## src/rtl/mips_multicycle_control_if.sv

```systemverilog
// Control bus between the multi-cycle MIPS controller and its datapath.
// master = controller side, slave = datapath/instruction register side.
interface mips_multicycle_control_if;
  logic [5:0]  opcode;
  logic [5:0]  funct;
  logic [31:0] alu_result;
  logic        mem_ready;
  logic        pc_en;
  logic        ir_write;
  logic        mem_read;
  logic        mem_write;
  logic        iord;
  logic        reg_write;
  logic        reg_dst;
  logic        mem_to_reg;
  logic        alu_src_a;
  logic [1:0]  alu_src_b;
  logic [1:0]  pc_src;
  logic [2:0]  alu_control;
  logic        illegal_op;
  logic [3:0]  state;

  modport master (
    input  opcode, funct, alu_result, mem_ready,
    output pc_en, ir_write, mem_read, mem_write, iord, reg_write, reg_dst,
           mem_to_reg, alu_src_a, alu_src_b, pc_src, alu_control, illegal_op, state
  );

  modport slave (
    output opcode, funct, alu_result, mem_ready,
    input  pc_en, ir_write, mem_read, mem_write, iord, reg_write, reg_dst,
           mem_to_reg, alu_src_a, alu_src_b, pc_src, alu_control, illegal_op, state
  );
endinterface

```

## src/rtl/mips_multicycle_control.sv

```systemverilog
// Multi-cycle MIPS main control FSM: decodes opcode/funct and sequences the datapath.
// state  | meaning
// FETCH  | read instruction, PC+4     DECODE | decode, precompute branch target
// MEMADR | lw/sw address              MEMRD  | data read (waits on mem_ready)
// MEMWB  | load writeback             MEMWR  | data write (waits on mem_ready)
// EXEC   | R-type ALU op              ALUWB  | R-type writeback
// BRANCH | beq compare/redirect       ADDIEX | addi ALU op
// ADDIWB | addi writeback             JUMP   | jump redirect
module mips_multicycle_control (
  input  logic                              clk,
  input  logic                              rst_n,
  mips_multicycle_control_if.master         bus
);
  typedef enum logic [3:0] {
    S_FETCH  = 4'd0,  S_DECODE = 4'd1,  S_MEMADR = 4'd2,  S_MEMRD  = 4'd3,
    S_MEMWB  = 4'd4,  S_MEMWR  = 4'd5,  S_EXEC   = 4'd6,  S_ALUWB  = 4'd7,
    S_BRANCH = 4'd8,  S_ADDIEX = 4'd9,  S_ADDIWB = 4'd10, S_JUMP   = 4'd11
  } state_t;

  localparam logic [5:0] OP_R = 6'b000000, OP_LW = 6'b100011, OP_SW = 6'b101011,
                         OP_BEQ = 6'b000100, OP_ADDI = 6'b001000, OP_J = 6'b000010;
  localparam logic [2:0] ALU_ADD = 3'b010, ALU_SUB = 3'b110;

  state_t      r_state, w_next;
  logic        w_funct_ok;
  logic [2:0]  w_funct_alu;
  logic        w_pc_en, w_ir_write, w_mem_read, w_mem_write, w_iord, w_reg_write;
  logic        w_reg_dst, w_mem_to_reg, w_src_a, w_illegal;
  logic [1:0]  w_src_b, w_pc_src;
  logic [2:0]  w_alu;

  always_ff @(posedge clk or negedge rst_n) begin
    if (!rst_n) r_state <= S_FETCH;
    else        r_state <= w_next;
  end

  always_comb begin
    w_funct_ok  = 1'b1;
    w_funct_alu = ALU_ADD;
    case (bus.funct)
      6'b100000: w_funct_alu = 3'b010;
      6'b100010: w_funct_alu = 3'b110;
      6'b100100: w_funct_alu = 3'b000;
      6'b100101: w_funct_alu = 3'b001;
      6'b101010: w_funct_alu = 3'b111;
      default:   w_funct_ok  = 1'b0;
    endcase
  end

  always_comb begin
    w_next       = r_state;
    w_pc_en      = 1'b0;
    w_ir_write   = 1'b0;
    w_mem_read   = 1'b0;
    w_mem_write  = 1'b0;
    w_iord       = 1'b0;
    w_reg_write  = 1'b0;
    w_reg_dst    = 1'b0;
    w_mem_to_reg = 1'b0;
    w_src_a      = 1'b0;
    w_src_b      = 2'b00;
    w_pc_src     = 2'b00;
    w_alu        = ALU_ADD;
    w_illegal    = 1'b0;
    case (r_state)
      S_FETCH: begin
        w_mem_read = 1'b1;
        w_src_b    = 2'b01;
        w_pc_en    = bus.mem_ready;
        w_ir_write = bus.mem_ready;
        if (bus.mem_ready) w_next = S_DECODE;
      end
      S_DECODE: begin
        w_src_b = 2'b11;
        w_next  = S_FETCH;
        case (bus.opcode)
          OP_LW, OP_SW: w_next = S_MEMADR;
          OP_R:         if (w_funct_ok) w_next = S_EXEC; else w_illegal = 1'b1;
          OP_BEQ:       w_next = S_BRANCH;
          OP_ADDI:      w_next = S_ADDIEX;
          OP_J:         w_next = S_JUMP;
          default:      w_illegal = 1'b1;
        endcase
      end
      S_MEMADR: begin
        w_src_a = 1'b1;
        w_src_b = 2'b10;
        w_next  = (bus.opcode == OP_LW) ? S_MEMRD : S_MEMWR;
      end
      S_MEMRD: begin
        w_mem_read = 1'b1;
        w_iord     = 1'b1;
        if (bus.mem_ready) w_next = S_MEMWB;
      end
      S_MEMWB: begin
        w_reg_write  = 1'b1;
        w_mem_to_reg = 1'b1;
        w_next       = S_FETCH;
      end
      S_MEMWR: begin
        w_mem_write = 1'b1;
        w_iord      = 1'b1;
        if (bus.mem_ready) w_next = S_FETCH;
      end
      S_EXEC: begin
        w_src_a = 1'b1;
        w_alu   = w_funct_alu;
        w_next  = S_ALUWB;
      end
      S_ALUWB: begin
        w_reg_write = 1'b1;
        w_reg_dst   = 1'b1;
        w_next      = S_FETCH;
      end
      S_BRANCH: begin
        w_src_a  = 1'b1;
        w_alu    = ALU_SUB;
        w_pc_src = 2'b01;
        w_pc_en  = (bus.alu_result == 32'h0);
        w_next   = S_FETCH;
      end
      S_ADDIEX: begin
        w_src_a = 1'b1;
        w_src_b = 2'b10;
        w_next  = S_ADDIWB;
      end
      S_ADDIWB: begin
        w_reg_write = 1'b1;
        w_next      = S_FETCH;
      end
      S_JUMP: begin
        w_pc_src = 2'b10;
        w_pc_en  = 1'b1;
        w_next   = S_FETCH;
      end
      default: w_next = S_FETCH;
    endcase
  end

  // Reset silences every strobe asynchronously, not just after the next edge.
  always_comb begin
    bus.pc_en       = rst_n & w_pc_en;
    bus.ir_write    = rst_n & w_ir_write;
    bus.mem_read    = rst_n & w_mem_read;
    bus.mem_write   = rst_n & w_mem_write;
    bus.iord        = rst_n & w_iord;
    bus.reg_write   = rst_n & w_reg_write;
    bus.reg_dst     = rst_n & w_reg_dst;
    bus.mem_to_reg  = rst_n & w_mem_to_reg;
    bus.alu_src_a   = rst_n & w_src_a;
    bus.alu_src_b   = rst_n ? w_src_b : 2'b00;
    bus.pc_src      = rst_n ? w_pc_src : 2'b00;
    bus.alu_control = rst_n ? w_alu : ALU_ADD;
    bus.illegal_op  = rst_n & w_illegal;
    bus.state       = r_state;
  end
endmodule

```

## src/flat_wrapper.sv

```systemverilog
// flat-port wrapper written by rule: the top's interface ports become plain ports
module mips_multicycle_control_flat 
  (clk, rst_n, bus_opcode, bus_funct, bus_alu_result, bus_mem_ready, bus_pc_en, bus_ir_write, bus_mem_read, bus_mem_write, bus_iord, bus_reg_write, bus_reg_dst, bus_mem_to_reg, bus_alu_src_a, bus_alu_src_b, bus_pc_src, bus_alu_control, bus_illegal_op, bus_state);
  mips_multicycle_control_if bus_i ();
  input  logic clk;
  input  logic rst_n;
  input wire logic [$bits(bus_i.opcode)-1:0] bus_opcode;
  input wire logic [$bits(bus_i.funct)-1:0] bus_funct;
  input wire logic [$bits(bus_i.alu_result)-1:0] bus_alu_result;
  input wire logic [$bits(bus_i.mem_ready)-1:0] bus_mem_ready;
  output wire logic [$bits(bus_i.pc_en)-1:0] bus_pc_en;
  output wire logic [$bits(bus_i.ir_write)-1:0] bus_ir_write;
  output wire logic [$bits(bus_i.mem_read)-1:0] bus_mem_read;
  output wire logic [$bits(bus_i.mem_write)-1:0] bus_mem_write;
  output wire logic [$bits(bus_i.iord)-1:0] bus_iord;
  output wire logic [$bits(bus_i.reg_write)-1:0] bus_reg_write;
  output wire logic [$bits(bus_i.reg_dst)-1:0] bus_reg_dst;
  output wire logic [$bits(bus_i.mem_to_reg)-1:0] bus_mem_to_reg;
  output wire logic [$bits(bus_i.alu_src_a)-1:0] bus_alu_src_a;
  output wire logic [$bits(bus_i.alu_src_b)-1:0] bus_alu_src_b;
  output wire logic [$bits(bus_i.pc_src)-1:0] bus_pc_src;
  output wire logic [$bits(bus_i.alu_control)-1:0] bus_alu_control;
  output wire logic [$bits(bus_i.illegal_op)-1:0] bus_illegal_op;
  output wire logic [$bits(bus_i.state)-1:0] bus_state;
  assign bus_i.opcode = bus_opcode;
  assign bus_i.funct = bus_funct;
  assign bus_i.alu_result = bus_alu_result;
  assign bus_i.mem_ready = bus_mem_ready;
  assign bus_pc_en = bus_i.pc_en;
  assign bus_ir_write = bus_i.ir_write;
  assign bus_mem_read = bus_i.mem_read;
  assign bus_mem_write = bus_i.mem_write;
  assign bus_iord = bus_i.iord;
  assign bus_reg_write = bus_i.reg_write;
  assign bus_reg_dst = bus_i.reg_dst;
  assign bus_mem_to_reg = bus_i.mem_to_reg;
  assign bus_alu_src_a = bus_i.alu_src_a;
  assign bus_alu_src_b = bus_i.alu_src_b;
  assign bus_pc_src = bus_i.pc_src;
  assign bus_alu_control = bus_i.alu_control;
  assign bus_illegal_op = bus_i.illegal_op;
  assign bus_state = bus_i.state;
  mips_multicycle_control u_core (.clk(clk), .rst_n(rst_n), .bus(bus_i));
endmodule
```

## config.mk

```make
export PLATFORM = sky130hd
export DESIGN_NAME = mips_multicycle_control_flat
export DESIGN_NICKNAME = d
export VERILOG_FILES = /design/src/rtl/mips_multicycle_control_if.sv /design/src/rtl/mips_multicycle_control.sv /design/src/flat_wrapper.sv
export SDC_FILE = /design/constraint.sdc
export NUM_CORES = 1
export LEC_CHECK = 0
export CAP_MARGIN = 20
export CORE_ASPECT_RATIO = 1.2
export CORE_MARGIN = 2
export CORE_UTILIZATION = 30
export CTS_CLUSTER_DIAMETER = 120
export CTS_CLUSTER_SIZE = 20
export DETAILED_ROUTE_END_ITERATION = 8
export GPL_ROUTABILITY_DRIVEN = 0
export MAX_ROUTING_LAYER = met4
export PLACE_DENSITY = 0.81
export SETUP_SLACK_MARGIN = 0.5
export SYNTH_ARGS = -nofsm -noshare
export SYNTH_HDL_FRONTEND = slang
export SYNTH_SLANG_ARGS = --single-unit
```

## constraint.sdc

```tcl
create_clock -name clk -period 2.3 [get_ports clk]
set_clock_uncertainty 0.05 [all_clocks]
set_input_delay 0.46 -clock clk [delete_from_list [all_inputs] [get_ports clk]]
set_output_delay 0.46 -clock clk [all_outputs]
set_load 0.01 [all_outputs]
```

==> results.tsv <==
metric	value	unit
# clock sinks	4	
Netlist cell types	39	
largest family of logic cells by synthesized area	simple AND/OR/NAND/NOR gates	
first-pass GRT wire length	5.51	mm
placed cell areas	1640	um2
initial core utilization	0.312	
Clock Tree Buf Depth	2	
vias in the first global route	1283	
Peak VDD IR	0.000412	V
Initial DRT Pass Iterations	5	
ant diodes	0	
area of the multi-input gates	711	um2
Critical Path Most Common Cell	or4b_4	
Worst path top cell family by delay	simple AND/OR/NAND/NOR gates	
cell area after layout	1810	um2
Vert. Die Dim	57.1	um
max-slew violation count	0	
Leakage Power	0.851	nW
pwr dens	268	nW/um2
Final Util	0.801	
WL/cell	15.8	um
Detail Route Antenna Nets	0	
Post-Synth Simple-Gate Area	0.501	
# rows	19	
Final setup viols	3	
Clk Latency, worst-skew pair	240	ps
CP arrival	2020	ps
# nets final	258	
Fin. Hold Viols	0	
DRT iter0 DRCs	40	
worst-path maximum fanout	2	
Synth Flop Type	dfrtp_1	
yosys warns	0	
Synth Register Bits	4	
Area Growth Syn to Fin	157	%
worst-path cell chain	nor2b_4 -> nand2_2 -> or4b_4 -> or4b_4 -> buf_6	
synth cell count leaders	nor2_1, nor4_1, nand2_1	
largest net degree at the start of global routing	15	
max FFs per register	4	
area of the mapped netlist	704	um2
asr flop ratio synth	1.00	
Synth top area share	0.142	
failing checks	setup timing	
Hold Path Class	primary input to async pin	
crit path time final	2530	ps
antenna violations before repair	0	
fin cells	241	
Syn Inst Count	99	
CP Class	flop to output port	
core area	2260	um2
DIE AREA	2750	um2
I/O Pins	68	
slowest library cell on the worst path	or4b_4	
Fillers	140	
post-synthesis compound-gate area fraction	0.240	
Area contributors post-synth	dfrtp_1, nor4_1, nor2_1, a2111oi_4, nand2b_1	
Remaining DRCs	0	
Hold Slack	263	ps
slew at the pin with the worst max-slew slack	374	ps
slowest stage delay, CP	540	ps
total CTS buffers	3	
register area	101	um2
adder-cell area share of the yosys netlist	0	
CTS Root Cell	clkbuf_4	
startpoint types	flop	
top-count cell post-synth	nor2_1	
Req. time, crit path	1790	ps
fraction of synthesized area in multiplexers	0.0444	
routed wire length	3.80	mm
Mapped Nets	146	
relative slew slack	0.748	
Mean Syn Cell Area	7.12	um2
CTS clk-pin slew, worst paths	40	ps
Tot Pwr	484	uW
all-layer global routing usage	0.278	
sequential area share after synthesis	0.142	
number of port buffers	67	
die width	48.2	um
routed vias	1296	
drt via density	5.38	
grt ovf	0	
setup tns final	-403	ps
pre-CTS setup slack	-760	ps
H-tree depth	1	
Setup crit end kind	output port	
setup slack after layout	-229	ps
RSZ-0062 raised after global routing	true	
status	finished with violations	
layout cells sized above 1	0.490	
post-DP HPWL	2.60	mm
dpl cells	223	
max_cap viols	0	
period utilisation layout	1.10	
EDFF count, synth	0	
CTS tree	yes	
Post-Synth XOR/XNOR Area	0.0249	
Buf+Inv Stages, Crit Path	1	
Achievable Freq	0.395	GHz
hold_buf cts	0	
Synth area leader	dfrtp_1	
## layout make-up
type,instances,area share
clock buffers,4,0.0145
inverters,5,0.0104
multi-input cells,86,0.393
flip-flops and latches,4,0.0561
well taps,31,0.0215
repair buffers,111,0.504
## path summary, 6_finish.rpt
path	start	endpoint	slack, ps	depth (start not counted)
min in group clk	u_core.bus.state[2]	u_core.bus.state[1]	620	2
min reg2reg	u_core.bus.state[2]	u_core.bus.state[1]	620	2
max reg2reg	u_core.bus.state[1]	u_core.bus.state[1]	490	8
max	u_core.bus.state[3]	bus_alu_control[1]	-230	5
min	rst_n	u_core.bus.state[2]	260	2
max in group asynchronous	rst_n	u_core.bus.state[3]	1790	2
## power by group
| group | leakage [nW] | switching [mW] | internal [mW] |
|---|---|---|---|
| clock network | 0.0150 | 0.0307 | 0.0652 |
| logic | 0.783 | 0.145 | 0.163 |
| registers | 0.0525 | 0.00367 | 0.0761 |
| total | 0.851 | 0.179 | 0.305 |
## what timing repair did
action / in CTS / in global routing
resized for setup: 172 / 12
buffers inserted: 11 / 3
pin swaps: 19 / 2
cloned: 0 / 0
setup endpoints to repair: 24 / 20
## metal layers
metal,vias up,share of wire,track usage
li1,603,-,-
met1,612,0.33,0.273
met2,73,0.54,0.530
met3,8,0.11,0.0285
met4,0,0.018,0.0772
met5,-,0,-
## placed cells by master (no fill, tap or decap), types with 3 or more instances in the layout
master,count
buf_6,14
dfrtp_1,3
nor4_1,5
nand2_1,6
buf_2,15
buf_4,34
nor3_2,3
inv_1,5
dlygate4sd2_1,38
nor2_1,9
or4b_4,3
clkbuf_2,3
clkbuf_4,3
nor4_2,5
nor2b_1,3
nand2b_1,4
a31oi_1,3
clkdlybuf4s15_1,3
nor2_2,3
## logic make-up after synthesis
group | count (synthesis)
compound gates | 21
xor+xnor | 2
buf+inv | 9
flops | 4
mux | 3
simple gates | 60
Power figures use the tool's default switching activity.
